[src/rtl/imem_loader.sv]
// Instruction-memory loader: assembles a little-endian byte stream into 32-bit
// words, writes them to IMEM and holds the CPU in reset until a zero terminator.
module imem_loader #(
    parameter int ADDR_WIDTH = 10
) (
    input  logic                  clk,
    input  logic                  reset,
    input  logic                  start,
    input  logic                  in_valid,
    input  logic [7:0]            in_data,
    output logic                  in_ready,
    output logic                  imem_we,
    output logic [ADDR_WIDTH-1:0] imem_addr,
    output logic [31:0]           imem_wdata,
    output logic                  cpu_reset,
    output logic                  load_done,
    output logic                  overflow,
    output logic [ADDR_WIDTH:0]   word_count
);

    typedef enum logic [2:0] {
        IDLE,
        RECV,
        WRITE,
        DONE,
        ERROR
    } state_t;

    state_t                state;
    state_t                state_nxt;
    logic [1:0]            lane;
    logic [ADDR_WIDTH-1:0] addr_q;
    logic [31:0]           word_q;
    logic [ADDR_WIDTH:0]   count_q;
    logic                  handshake;
    logic                  word_is_term;
    logic                  addr_is_last;

    assign handshake    = in_valid && in_ready;
    assign word_is_term = (word_q == '0);
    assign addr_is_last = (addr_q == '1);

    always_ff @(posedge clk) begin
        if (reset) begin
            state <= IDLE;
        end else begin
            state <= state_nxt;
        end
    end

    always_comb begin
        state_nxt = state;
        case (state)
            IDLE:    if (start) state_nxt = RECV;
            RECV:    if (handshake && lane == 2'd3) state_nxt = WRITE;
            WRITE: begin
                if (word_is_term)      state_nxt = DONE;
                else if (addr_is_last) state_nxt = ERROR;
                else                   state_nxt = RECV;
            end
            DONE:    if (start) state_nxt = RECV;
            ERROR:   if (start) state_nxt = RECV;
            default: state_nxt = IDLE;
        endcase
    end

    // Datapath; start is only honoured outside RECV/WRITE, which discards any partial word.
    always_ff @(posedge clk) begin
        if (reset) begin
            lane    <= '0;
            addr_q  <= '0;
            word_q  <= '0;
            count_q <= '0;
        end else begin
            case (state)
                IDLE, DONE, ERROR: begin
                    if (start) begin
                        lane    <= '0;
                        addr_q  <= '0;
                        count_q <= '0;
                    end
                end
                RECV: begin
                    if (handshake) begin
                        word_q[{lane, 3'b000} +: 8] <= in_data;
                        lane                        <= lane + 2'd1;
                    end
                end
                WRITE: begin
                    count_q <= count_q + 1'b1;
                    if (!word_is_term && !addr_is_last) begin
                        addr_q <= addr_q + 1'b1;
                    end
                end
                default: ;
            endcase
        end
    end

    assign in_ready   = (state == RECV);
    assign imem_we    = (state == WRITE);
    assign imem_addr  = addr_q;
    assign imem_wdata = word_q;
    assign cpu_reset  = (state != DONE);
    assign load_done  = (state == DONE);
    assign overflow   = (state == ERROR);
    assign word_count = count_q;

endmodule

[config.mk]
export PLATFORM = sky130hd
export DESIGN_NAME = imem_loader
export DESIGN_NICKNAME = d
export VERILOG_FILES = /design/src/rtl/imem_loader.sv
export SDC_FILE = /design/constraint.sdc
export NUM_CORES = 1
export LEC_CHECK = 0
export BUFFER_PORTS_ARGS = -buffer_cell sky130_fd_sc_hd__buf_2
export CAP_MARGIN = 15
export CORE_MARGIN = 3
export CORE_UTILIZATION = 49
export CTS_CLUSTER_SIZE = 8
export DETAILED_ROUTE_END_ITERATION = 8
export HOLD_SLACK_MARGIN = 0.06
export PLACE_DENSITY = 0.75
export SETUP_SLACK_MARGIN = 0.05
export SYNTH_ARGS = -nofsm -noshare
export SYNTH_HDL_FRONTEND = slang
export SYNTH_SLANG_ARGS = --single-unit
[constraint.sdc]
create_clock -name clk -period 3.7 [get_ports clk]
set_clock_uncertainty 0.05 [all_clocks]
set_input_delay 0.37 -clock clk [delete_from_list [all_inputs] [get_ports clk]]
set_output_delay 0.37 -clock clk [all_outputs]
set_load 0.05 [all_outputs]
Word level (Yosys, flattened, before mapping)
Index checks and enable logic that the tools add are counted.

storage, ports and cells
  latch bits = 0
  memories = 0
  bits in writable memories = 0
  memory bits (read-only) = 0
  register bits = 58
  word-level logic and storage cells = 51
  bits of input ports = 12

operators by class
  reduce and logical (&&, ||, !) cells = 15
  multiplexer cells = 14
  $add $sub $neg = 4
  bitwise logic cells = 0
  divide/modulo/power cells = 0
  $mul = 0
  shift operators = 2
  magnitude comparators = 0
  eq/ne operators = 11

operators by type and width
  kind                                                                    count
  32-bit bitwise mux                                                      1
  32-bit zero test                                                        1
  8-bit by 7-bit variable shift with 32-bit output, first input constant  1
  8-bit by 7-bit indexed part select with 32-bit output                   1
  11-bit case mux with 2 select lines                                     1
  10-bit 2-to-1 mux                                                       2
  10-bit case mux with 2 select lines                                     1
  3-bit 2-to-1 mux                                                        4
  11-bit by 1-bit adder with 11-bit output, second input constant         1
  11-bit 2-to-1 mux                                                       1
  10-bit by 1-bit adder with 10-bit output, second input constant         1
  10-bit equality test, second input constant                             1
  3-bit case mux with 3 select lines                                      1
  2-bit by 1-bit != test with 1-bit output, second input constant         4
  5-bit negator with 7-bit output                                         1
  3-bit by 2-bit equality test with 1-bit output, second input constant   2
  2-bit AND reduction                                                     3
  3-bit AND reduction                                                     2
  2-bit 2-to-1 mux                                                        2
  2-bit case mux with 2 select lines                                      1
  2-bit nonzero test                                                      2
  3-bit by 1-bit equality test with 1-bit output, second input constant   1
  3-bit equality test, second input constant                              1
  1-bit logical AND                                                       3
  other kinds (6)                                                         7

Longest topological paths before layout
Gate-level depths: netlist of the first run.

  depth after elaboration = 5
  depth in mapped cells = 7
  depth with buffers taken out = 7

Least setup slack after synthesis of the first run
OpenSTA, ideal clock, no wires.

  kind = reg2reg
  start = register addr_q[0], in the netlist imem_addr[0]
  end = register addr_q[8], in the netlist imem_addr[8]
  arrival time = 2070 ps
  setup slack = 1460 ps
  stages on the path, launching flop included = 8
  setup time = 120 ps
  cells stage by stage = dfxtp_1 > ha_1 > nand3_2 > or3_1 > o22ai_2 > buf_6 > nor4_1 > a211o_2

on the way
  word-level cells in the longest chain between the ends = 5
  elaborated cells on any way between the ends = 8

ends and longest elaborated chain
  item                                                                                              line  source
  from (decl)                                                                                       32    logic [ADDR_WIDTH-1:0] addr_q;
  from (signal assigned)                                                                            92    addr_q <= addr_q + 1'b1;
  parallel branches: the longest is 5 deep, another holds 10-bit by 1-bit adder with 10-bit output  n/a

Parallel ways; which one is timed is not known. The select of a mux whose other input is x is not followed.
A chain may end at the register's enable or synchronous reset.

Worst setup path in the final report of the first run
  start = register addr_q[0], in the netlist imem_addr[0]
  end = register addr_q[5], in the netlist imem_addr[5]

The elaborated chain is that of the path after synthesis.

==> qor.csv, run 1 <==
metric,value,unit
met1_length,3148,µm
hp-start,in_data[2],
cts_tree,done,
regArea,0.001161,mm²
rows,26,
final_common_cell,buf_2,
ys_seq_elements,58,
hpwl,4878,µm
synth_top_flop_cell,dfxtp_1,
place.gp.congestion,0.9002,
synthCells,332,
final_max_slew_viol_count,0,
n_fill_cell,493,
design.core.area,0.005205,mm²
wl_met2,3169,µm
reg2reg_from,imem_addr[0]$_SDFFE_PP0P_,
path_clk_slew,0.06,ns
synth_area_leaders,"dfxtp_1 43%, a21oi_1 8.4%, nand3_1 7.6%",
cts_buffers,9,
grt_max_degree,33,
first_iter_violations,153,
ir_worst_vdd,0.2364,mV
cp-end-kind,flip-flop,
final_hold_viol_count,0,
htreeDepth,3,
layout_common_cells,"69 x buf_2, 58 x dfxtp_1, 50 x nand2_1",
vias,2723,
avgSynthCellArea,8.103,µm²
layout_min_cycle_time,2.225,ns
synth_top_cell_by_area,dfxtp_1,
timing.hold.ws,0.2878,ns
wl_per_cell,14.56,µm
timing.slew.headroom,38.68,%
path_cells,"ha_1, nand3_2, or3_1, o22ai_2, o2bb2ai_1, a22o_2",
max_freq,0.4494,GHz
post-route-period-util,60.14,%
grtUsageTotal,22.20,%
die_w,80.10,µm
synth_fp_nets,351,
highest_layer,met4,
first_pass_iters,5,
area_growth,21.58,%
postCtsSetupBuffers,0,
multiInputGateArea,0.001439,mm²
hold_class,primary input to flip-flop,
crit_slowest_cell,dfxtp_1,
insertion_delay,0.33,ns
worstMarginPinSlew,0.9178,ns
setup_viol_count_final,0,
wl_met3,518,µm
worstSetupPathType,flip-flop to flip-flop,
ys_types,49,
cap_violations,0,
startpoint_type,flip-flop,
antenna_cells,0,
cts_root_buffer,clkbuf_8,
postRouteAntennaNets,0,
clockBufferDepth,2,
path_max_fanout,11,
grt_pass1_wl,11110,µm
die_area,0.006415,mm²
drive_above_1_share,24.50,%
required,3.93,ns
die_y,80.10,µm
status,"finished, final reports clean",
io_buffers,69,
wl,6901,µm
tns,0,ns
num_io_pins,70,
yosys.area.top_type_share,43.16,%
synth-edff-count,0,
antenna_found_initial,0,
leakagePower,1.351,nW
cellPowerDensity,411.6,mW/mm²
total_power,1.346,mW
cpPeakStageDelay,0.40,ns
cts_sinks,58,
seq_area_frac_synth,43.16,%
initial_core_util,51.68,%
grt_pass1_vias,2272,
rsz0062_at_grt,false,
vias_per_cell,5.745,
async_flop_share,0,%
grt_remaining_overflow,0,
holdBufCountCts,0,
nets,419,
cts-resized-gates,0,
yosys_warnings,0,
crit_start,imem_addr[0]$_SDFFE_PP0P_,
critPathArrivalTime,2.46,ns
post-route-drc-count,0,
syn-cell-area,0.002690,mm²
## synth_stat cells, types with 2 or more instances
cell type,count
clkbuf_1,6
and2_1,2
or2_2,4
and3_1,9
buf_2,5
nor3b_1,5
nor3_1,4
nand2b_1,4
dfxtp_1,58
nand2_1,50
nor4_1,10
a311oi_1,3
o21ai_0,12
ha_1,7
a22o_2,2
a22o_1,3
a22oi_1,2
a21oi_1,45
nand4_1,3
or3_1,3
inv_1,7
o2bb2ai_1,3
nand3_1,41
nor2_1,19
## worst paths after layout
check                                              endpoint  slack (ns)  depth (start not counted)
worst min register to register  imem_wdata[11]$_SDFFE_PP0P_        0.41                          2
worst min-delay path            imem_wdata[18]$_SDFFE_PP0P_        0.29                          3
worst max-delay path              imem_addr[5]$_SDFFE_PP0P_        1.47                          6
worst max register to register    imem_addr[5]$_SDFFE_PP0P_        1.47                          6
## sequential cells by signal, summed over array words and instances (netlist names)
name / count
word_count: 11
state: 3
imem_wdata: 32
lane: 2
imem_addr: 10
## critical path: cells and delay by family, from the launching register on
| family | cells | cell delay, ns |
|---|---|---|
| AO/OA/AOI/OAI | 3 | 0.96 |
| AND/OR/NAND/NOR | 2 | 0.52 |
| flip-flops | 1 | 0.40 |
| adder cells (fa/ha/maj) | 1 | 0.24 |
## layout make-up
cell class | count | area share, %
clock buffer | 13 | 5.164
clock inverter | 2 | 1.071
inverter | 7 | 0.8034
multi-input combinational | 254 | 43.99
sequential | 58 | 35.50
tap | 70 | 2.678
timing repair buffer | 70 | 10.79
## power by group
group,switching (mW),internal (mW)
combinational,0.0806,0.0260
sequential,0.00520,0.630
clock,0.243,0.362
total,0.329,1.02
## logic make-up (layout without fill, tap and decap cells)
kind of cell / count (synthesis) / after routing / share of synthesized area (%)
AOI/OAI and AO/OA: 84 / 84 / 19.58
adders and majority gates: 7 / 7 / 3.256
buffers and inverters: 20 / 92 / 3.349
DFF: 58 / 58 / 43.16
muxes: 1 / 1 / 0.4186
and+or+nand+nor: 162 / 162 / 30.23
## layer usage
metal,up-vias,global-route usage [%]
met2,114,33.69
met4,0,8.108
met1,1254,30.22
li1,1349,-
met5,-,0
met3,6,5.830
## per-stage QoR
step | util, % | instances | area (µm²) | worst slack, ns
floorplan | - | 332 | 2690 | 1.460
global route | 62.84 | 474 | 3271 | 1.298
finish | 62.84 | 474 | 3271 | 1.475
CTS | 62.84 | 474 | 3271 | 1.495
detailed placement | 58.92 | 459 | 3067 | 1.515
global placement | 58.92 | 459 | 3067 | 1.625
(Power assumes the default switching activity.)
==> inputs of run 2 (changes only) <==
==> constraint.sdc (replaced) <==
create_clock -name clk -period 2.1 [get_ports clk]
set_clock_uncertainty 0.05 [all_clocks]
set_input_delay 0.21 -clock clk [delete_from_list [all_inputs] [get_ports clk]]
set_output_delay 0.21 -clock clk [all_outputs]
set_load 0.05 [all_outputs]
==> run 2 against run 1 <==
Utilization increased by 1.5 points. Routed wire length increased by 3.5%. Critical path type is now flip-flop to output pin. Count of clock-buffer cells in the layout increased by 1. Sequential share of layout area decreased by 0.77 points.
==> qor.csv, run 2 (synthesized netlist as in run 1, its figures left out) <==
metric,value,unit,change
status,"finished, final reports clean",,
path_max_fanout,15,,+4
cts_tree,done,,
drive_above_1_share,27.05,%,+2.5 points
grt_remaining_overflow,0,,unchanged
setup_viol_count_final,0,,unchanged
first_pass_iters,5,,unchanged
postRouteAntennaNets,0,,unchanged
holdPathEnd,imem_wdata[16]$_SDFFE_PP0P_,,
num_io_pins,70,,unchanged
grt_max_degree,28,,-15%
final_cell_count_no_fill,484,,+2.1%
use_met3,5.830,%,unchanged
rows,26,,unchanged
io_buffers,69,,unchanged
holdPathStages,3,,unchanged
reg2reg_from,imem_addr[0]$_SDFFE_PP0P_,,
rsz0062_at_grt,true,,
leakagePower,1.386,nW,+2.6%
ir_worst_vdd,0.4567,mV,+93%
r2r_slack,0.16,ns,-1.32 ns
insertion_delay,0.33,ns,about the same
cp-end-kind,output pin,,
regArea,0.001164,mm²,+0.22%
wl,7143,µm,+3.5%
use_met1,29.21,%,-1.0 points
path_clk_slew,0.06,ns,about the same
use_met2,35.68,%,+2.0 points
place.gp.congestion,0.8204,,-8.9%
placed_area,0.003137,mm²,+2.3%
ff2ff_path_depth,7,,+1
cts_sinks,58,,unchanged
grtUsageTotal,22.64,%,+0.44 points
post-route-drc-count,0,,unchanged
final_common_cell,buf_2,,
final_hold_viol_count,0,,unchanged
layout_min_cycle_time,1.942,ns,
nets,428,,+2.1%
cts_buffers,9,,unchanged
layout_common_cells,"69 x buf_2, 56 x dfxtp_1, 50 x nand2_1",,
die_w,80.10,µm,unchanged
n_fill_cell,507,,+2.8%
worstMarginPinSlew,0.6224,ns,-0.2954 ns
postCtsSetupBuffers,0,,unchanged
area_growth,24.56,%,
startpoint_type,flip-flop,,
initial_core_util,51.68,%,unchanged
hp-start,in_data[0],,
fin_area,0.003351,mm²,+2.4%
required,1.84,ns,-2.09 ns
cap_violations,0,,unchanged
clockBufferDepth,2,,unchanged
design.core.area,0.005205,mm²,unchanged
antenna_found_initial,0,,unchanged
multiInputGateArea,0.001451,mm²,+0.87%
grt_pass1_vias,2441,,+7.4%
first_iter_violations,179,,+17%
fin_ws,0.1584,ns,-1.316 ns
htreeDepth,3,,unchanged
post-place-ws,0.2099,ns,-1.305 ns
worstSetupPathType,flip-flop to output pin,,
grt-busiest-layer,met2,,
vias_per_cell,5.665,,-1.4%
timing.slew.headroom,58.35,%,+20 points
final_max_slew_viol_count,0,,unchanged
die_area,0.006415,mm²,unchanged
tns,0,ns,unchanged
largest_register_ffs,32,,unchanged
vias,2742,,+0.70%
critPathArrivalTime,1.68,ns,-0.78 ns
die_y,80.10,µm,unchanged
hold_class,primary input to flip-flop,,
wl_per_cell,14.76,µm,+1.4%
max_freq,0.5150,GHz,
hpwl,5061,µm,+3.8%
antenna_cells,0,,unchanged
grt_pass1_wl,11450,µm,+3.0%
dp_cells,468,,+2.0%
cellPowerDensity,705.5,mW/mm²,+71%
cts_root_buffer,clkbuf_8,,
post-route-period-util,92.46,%,
r2r-end,imem_addr[8]$_SDFFE_PP0P_,,
[run 2: worst max-delay path by stage]
stage | depth (start not counted) | start | end | slack, ns
global route | 7 | imem_addr[0]$_SDFFE_PP0P_ | imem_addr[8]$_SDFFE_PP0P_ | 0.05
floorplan | 6 | imem_addr[3]$_SDFFE_PP0P_ | imem_addr[8]$_SDFFE_PP0P_ | 0.06
finish | 4 | state[2]$_SDFFE_PP0P_ | imem_we | 0.16
detailed placement | 6 | imem_addr[0]$_SDFFE_PP0P_ | imem_addr[5]$_SDFFE_PP0P_ | 0.21
CTS | 4 | state[1]$_SDFFE_PP0P_ | imem_we | 0.08
global placement | 6 | imem_wdata[0]$_SDFFE_PP0P_ | imem_addr[8]$_SDFFE_PP0P_ | 0.20
[run 2: routing by layer]
metal	routed length, µm	vias to the layer above
met3	627	10
met1	3097	1259
met5	0	-
met4	85	0
met2	3334	110
li1	-	1363
[run 2: where the power goes]
part | internal, mW | switching, mW
combinational | 0.0599 | 0.148
sequential | 1.11 | 0.00950
clock | 0.612 | 0.424
[run 2: repair_timing]
item                                    4_1_cts  5_1_grt
hold buffers                                  0        0
gates resized for setup                       0        3
endpoints found under the setup margin        0        7
[run 2: cell type report]
type,count,area share [%]
Clock buffer,14,4.854
Clock inverter,2,1.046
Inverter,7,0.8962
Multi-Input combinational cell,254,43.32
Sequential cell,58,34.73
Tap cell,70,2.614
Timing Repair Buffer,79,12.55
[run 2: worst max-delay path, stage by stage, from the launching register on]
cell        delay (ns)
dfxtp_1           0.38
nand2b_1          0.21
nand2b_4          0.27
clkinvlp_4        0.23
buf_2             0.27
[run 2: through the flow]
stage / utilization, % / power (mW) / hold WS (ns)
5_1_grt: 64.38 / 2.446 / 0.1301
3_3_place_gp: 60.26 / 1.342 / 0.3936
2_1_floorplan: - / 1.278 / 0.3119
4_1_cts: 64.06 / 2.371 / 0.1223
3_5_place_dp: 60.26 / 1.344 / 0.4078
6_report: 64.38 / 2.364 / 0.1303
==> inputs of run 3 (changes only) <==
--- a/config.mk
+++ b/config.mk
@@ -12,7 +12,7 @@
 export CTS_CLUSTER_SIZE = 8
 export DETAILED_ROUTE_END_ITERATION = 8
 export HOLD_SLACK_MARGIN = 0.06
-export PLACE_DENSITY = 0.75
+export PLACE_DENSITY_LB_ADDON = 0.12
 export SETUP_SLACK_MARGIN = 0.05
 export SYNTH_ARGS = -nofsm -noshare
 export SYNTH_HDL_FRONTEND = slang
==> run 3 against run 2 <==
Count of clock-buffer cells in the layout shrank 2. Combinational power grew 3%. Hold slack lost 0.029 ns. Register-to-register slack is essentially flat. Power shrank 5.4%. Utilization shrank 0.75 points. Critical endpoint unchanged. Largest cell class unchanged.
==> qor.csv, run 3 (synthesized netlist as in run 1, its figures left out) <==
metric,value,unit,change
cts_sinks,58,,unchanged
initial_core_util,51.68,%,unchanged
timing.slew.headroom,65.74,%,+7.4 points
critPathArrivalTime,1.73,ns,+0.05 ns
setup_viol_count_final,0,,unchanged
grt_max_degree,26,,-7.1%
cp-end-kind,output pin,,
hp-start,reset,,
utilization,63.63,%,-0.75 points
antenna_cells,0,,unchanged
cap_violations,0,,unchanged
place.gp.congestion,0.8384,,+2.2%
num_io_pins,70,,unchanged
pwr-share-comb,9.6,%,+0.8 points
layout_common_cells,"69 x buf_2, 56 x dfxtp_1, 50 x nand2_1",,
final_common_cell,buf_2,,
hpwl,5043,µm,-0.36%
worstSetupPathType,flip-flop to output pin,,
design.core.area,0.005205,mm²,unchanged
cts_tree,done,,
path_clk_slew,0.06,ns,about the same
crit_start,state[2]$_SDFFE_PP0P_,,
holdBufCountCts,0,,unchanged
tns,0,ns,unchanged
post-route-drc-count,0,,unchanged
internal_power,1.654,mW,-7.2%
wl,7128,µm,-0.21%
clockBufferDepth,2,,unchanged
worstMarginPinSlew,0.5119,ns,-0.1105 ns
layout_min_cycle_time,1.992,ns,+0.05037 ns
reg2reg_from,imem_addr[0]$_SDFFE_PP0P_,,
ir_worst_vdd,0.3113,mV,-32%
io_buffers,69,,unchanged
postRouteAntennaNets,0,,unchanged
cellPowerDensity,675.2,mW/mm²,-4.3%
grt_pass1_vias,2389,,-2.1%
vias_per_cell,5.552,,-2.0%
hold_class,primary input to flip-flop,,
drive_above_1_share,27.18,%,+0.13 points
antenna_found_initial,0,,unchanged
grt_remaining_overflow,0,,unchanged
vias,2676,,-2.4%
insertion_delay,0.33,ns,about the same
first_iter_violations,158,,-12%
p_sw_share,26.03,%,+1.4 points
final_hold_viol_count,0,,unchanged
first_pass_iters,5,,unchanged
switchingPower,0.5820,mW,about the same
nets,427,,-0.23%
rsz0062_at_grt,true,,
wl_per_cell,14.79,µm,+0.20%
path_max_fanout,15,,unchanged
grtUsageTotal,23.00,%,+0.36 points
area_growth,23.12,%,
max_freq,0.5020,GHz,-2.5%
cts_root_buffer,clkbuf_8,,
rows,26,,unchanged
largest_register_ffs,32,,unchanged
cts-resized-gates,0,,unchanged
pwr-share-seq,50.0,%,+2.7 points
fin_area,0.003312,mm²,-1.2%
post-route-period-util,94.86,%,+2.4 points
htreeDepth,3,,unchanged
startpoint_type,flip-flop,,
cts_buffers,9,,unchanged
postCtsSetupBuffers,0,,unchanged
p_clk_share,40.3,%,-3.6 points
final_max_slew_viol_count,0,,unchanged
die_w,80.10,µm,unchanged
status,"finished, final reports clean",,
required,1.84,ns,about the same
die_y,80.10,µm,unchanged
grt_pass1_wl,11430,µm,-0.12%
leakagePower,1.370,nW,-1.2%
die_area,0.006415,mm²,unchanged
placed_area,0.003129,mm²,-0.24%
run 3: through the flow:
stage | worst slack [ns] | instances | power (mW) | hold WS (ns)
2_1_floorplan | 0.05965 | 332 | 1.278 | 0.3119
5_1_grt | 0.04082 | 482 | 2.328 | 0.1019
3_3_place_gp | 0.2420 | 467 | 1.351 | 0.3988
6_report | 0.1080 | 482 | 2.236 | 0.1015
3_5_place_dp | 0.2019 | 467 | 1.353 | 0.4070
4_1_cts | 0.06595 | 482 | 2.245 | 0.08571
run 3: final timing paths:
path / slack (ns) / end / cells after the start
worst max register to register: 0.15 / imem_addr[8]$_SDFFE_PP0P_ / 7
worst max-delay path: 0.11 / imem_we / 4
worst min register to register: 0.41 / imem_wdata[3]$_SDFFE_PP0P_ / 2
worst min-delay path: 0.10 / imem_addr[0]$_SDFFE_PP0P_ / 2
run 3: layout make-up:
| cell class | count | area, µm² |
|---|---|---|
| Clock buffer | 12 | 155.1 |
| Sequential cell | 58 | 1164 |
| Clock inverter | 3 | 15.01 |
| Timing Repair Buffer | 78 | 412.9 |
| Tap cell | 70 | 87.58 |
| Multi-Input combinational cell | 254 | 1448 |
| Fill cell | 476 | 1893 |
| Inverter | 7 | 30.03 |
run 3: worst max-delay path, cell delays in order, from the launching register on:
cell	delay (ns)
dfxtp_1	0.38
nand2b_1	0.22
nand2b_4	0.26
clkinvlp_4	0.26
buf_2	0.28
run 3: power by group through the flow:
| stage | Clock (mW) | Sequential [mW] | Combinational, mW |
|---|---|---|---|
| after floorplan | 0 | 1.16 | 0.115 |
| after global placement | 0 | 1.14 | 0.209 |
| after detailed placement | 0 | 1.14 | 0.210 |
| after CTS | 0.916 | 1.12 | 0.210 |
| after global routing | 0.977 | 1.12 | 0.232 |
| final | 0.902 | 1.12 | 0.215 |
run 3: layer usage:
metal / wire length, µm / part of all wire (%) / GRT usage (%)
met5: 0 / 0 / 0
met4: 112 / 1.6 / 8.615
met3: 474 / 6.6 / 5.493
met2: 3358 / 47 / 35.93
met1: 3182 / 45 / 30.70
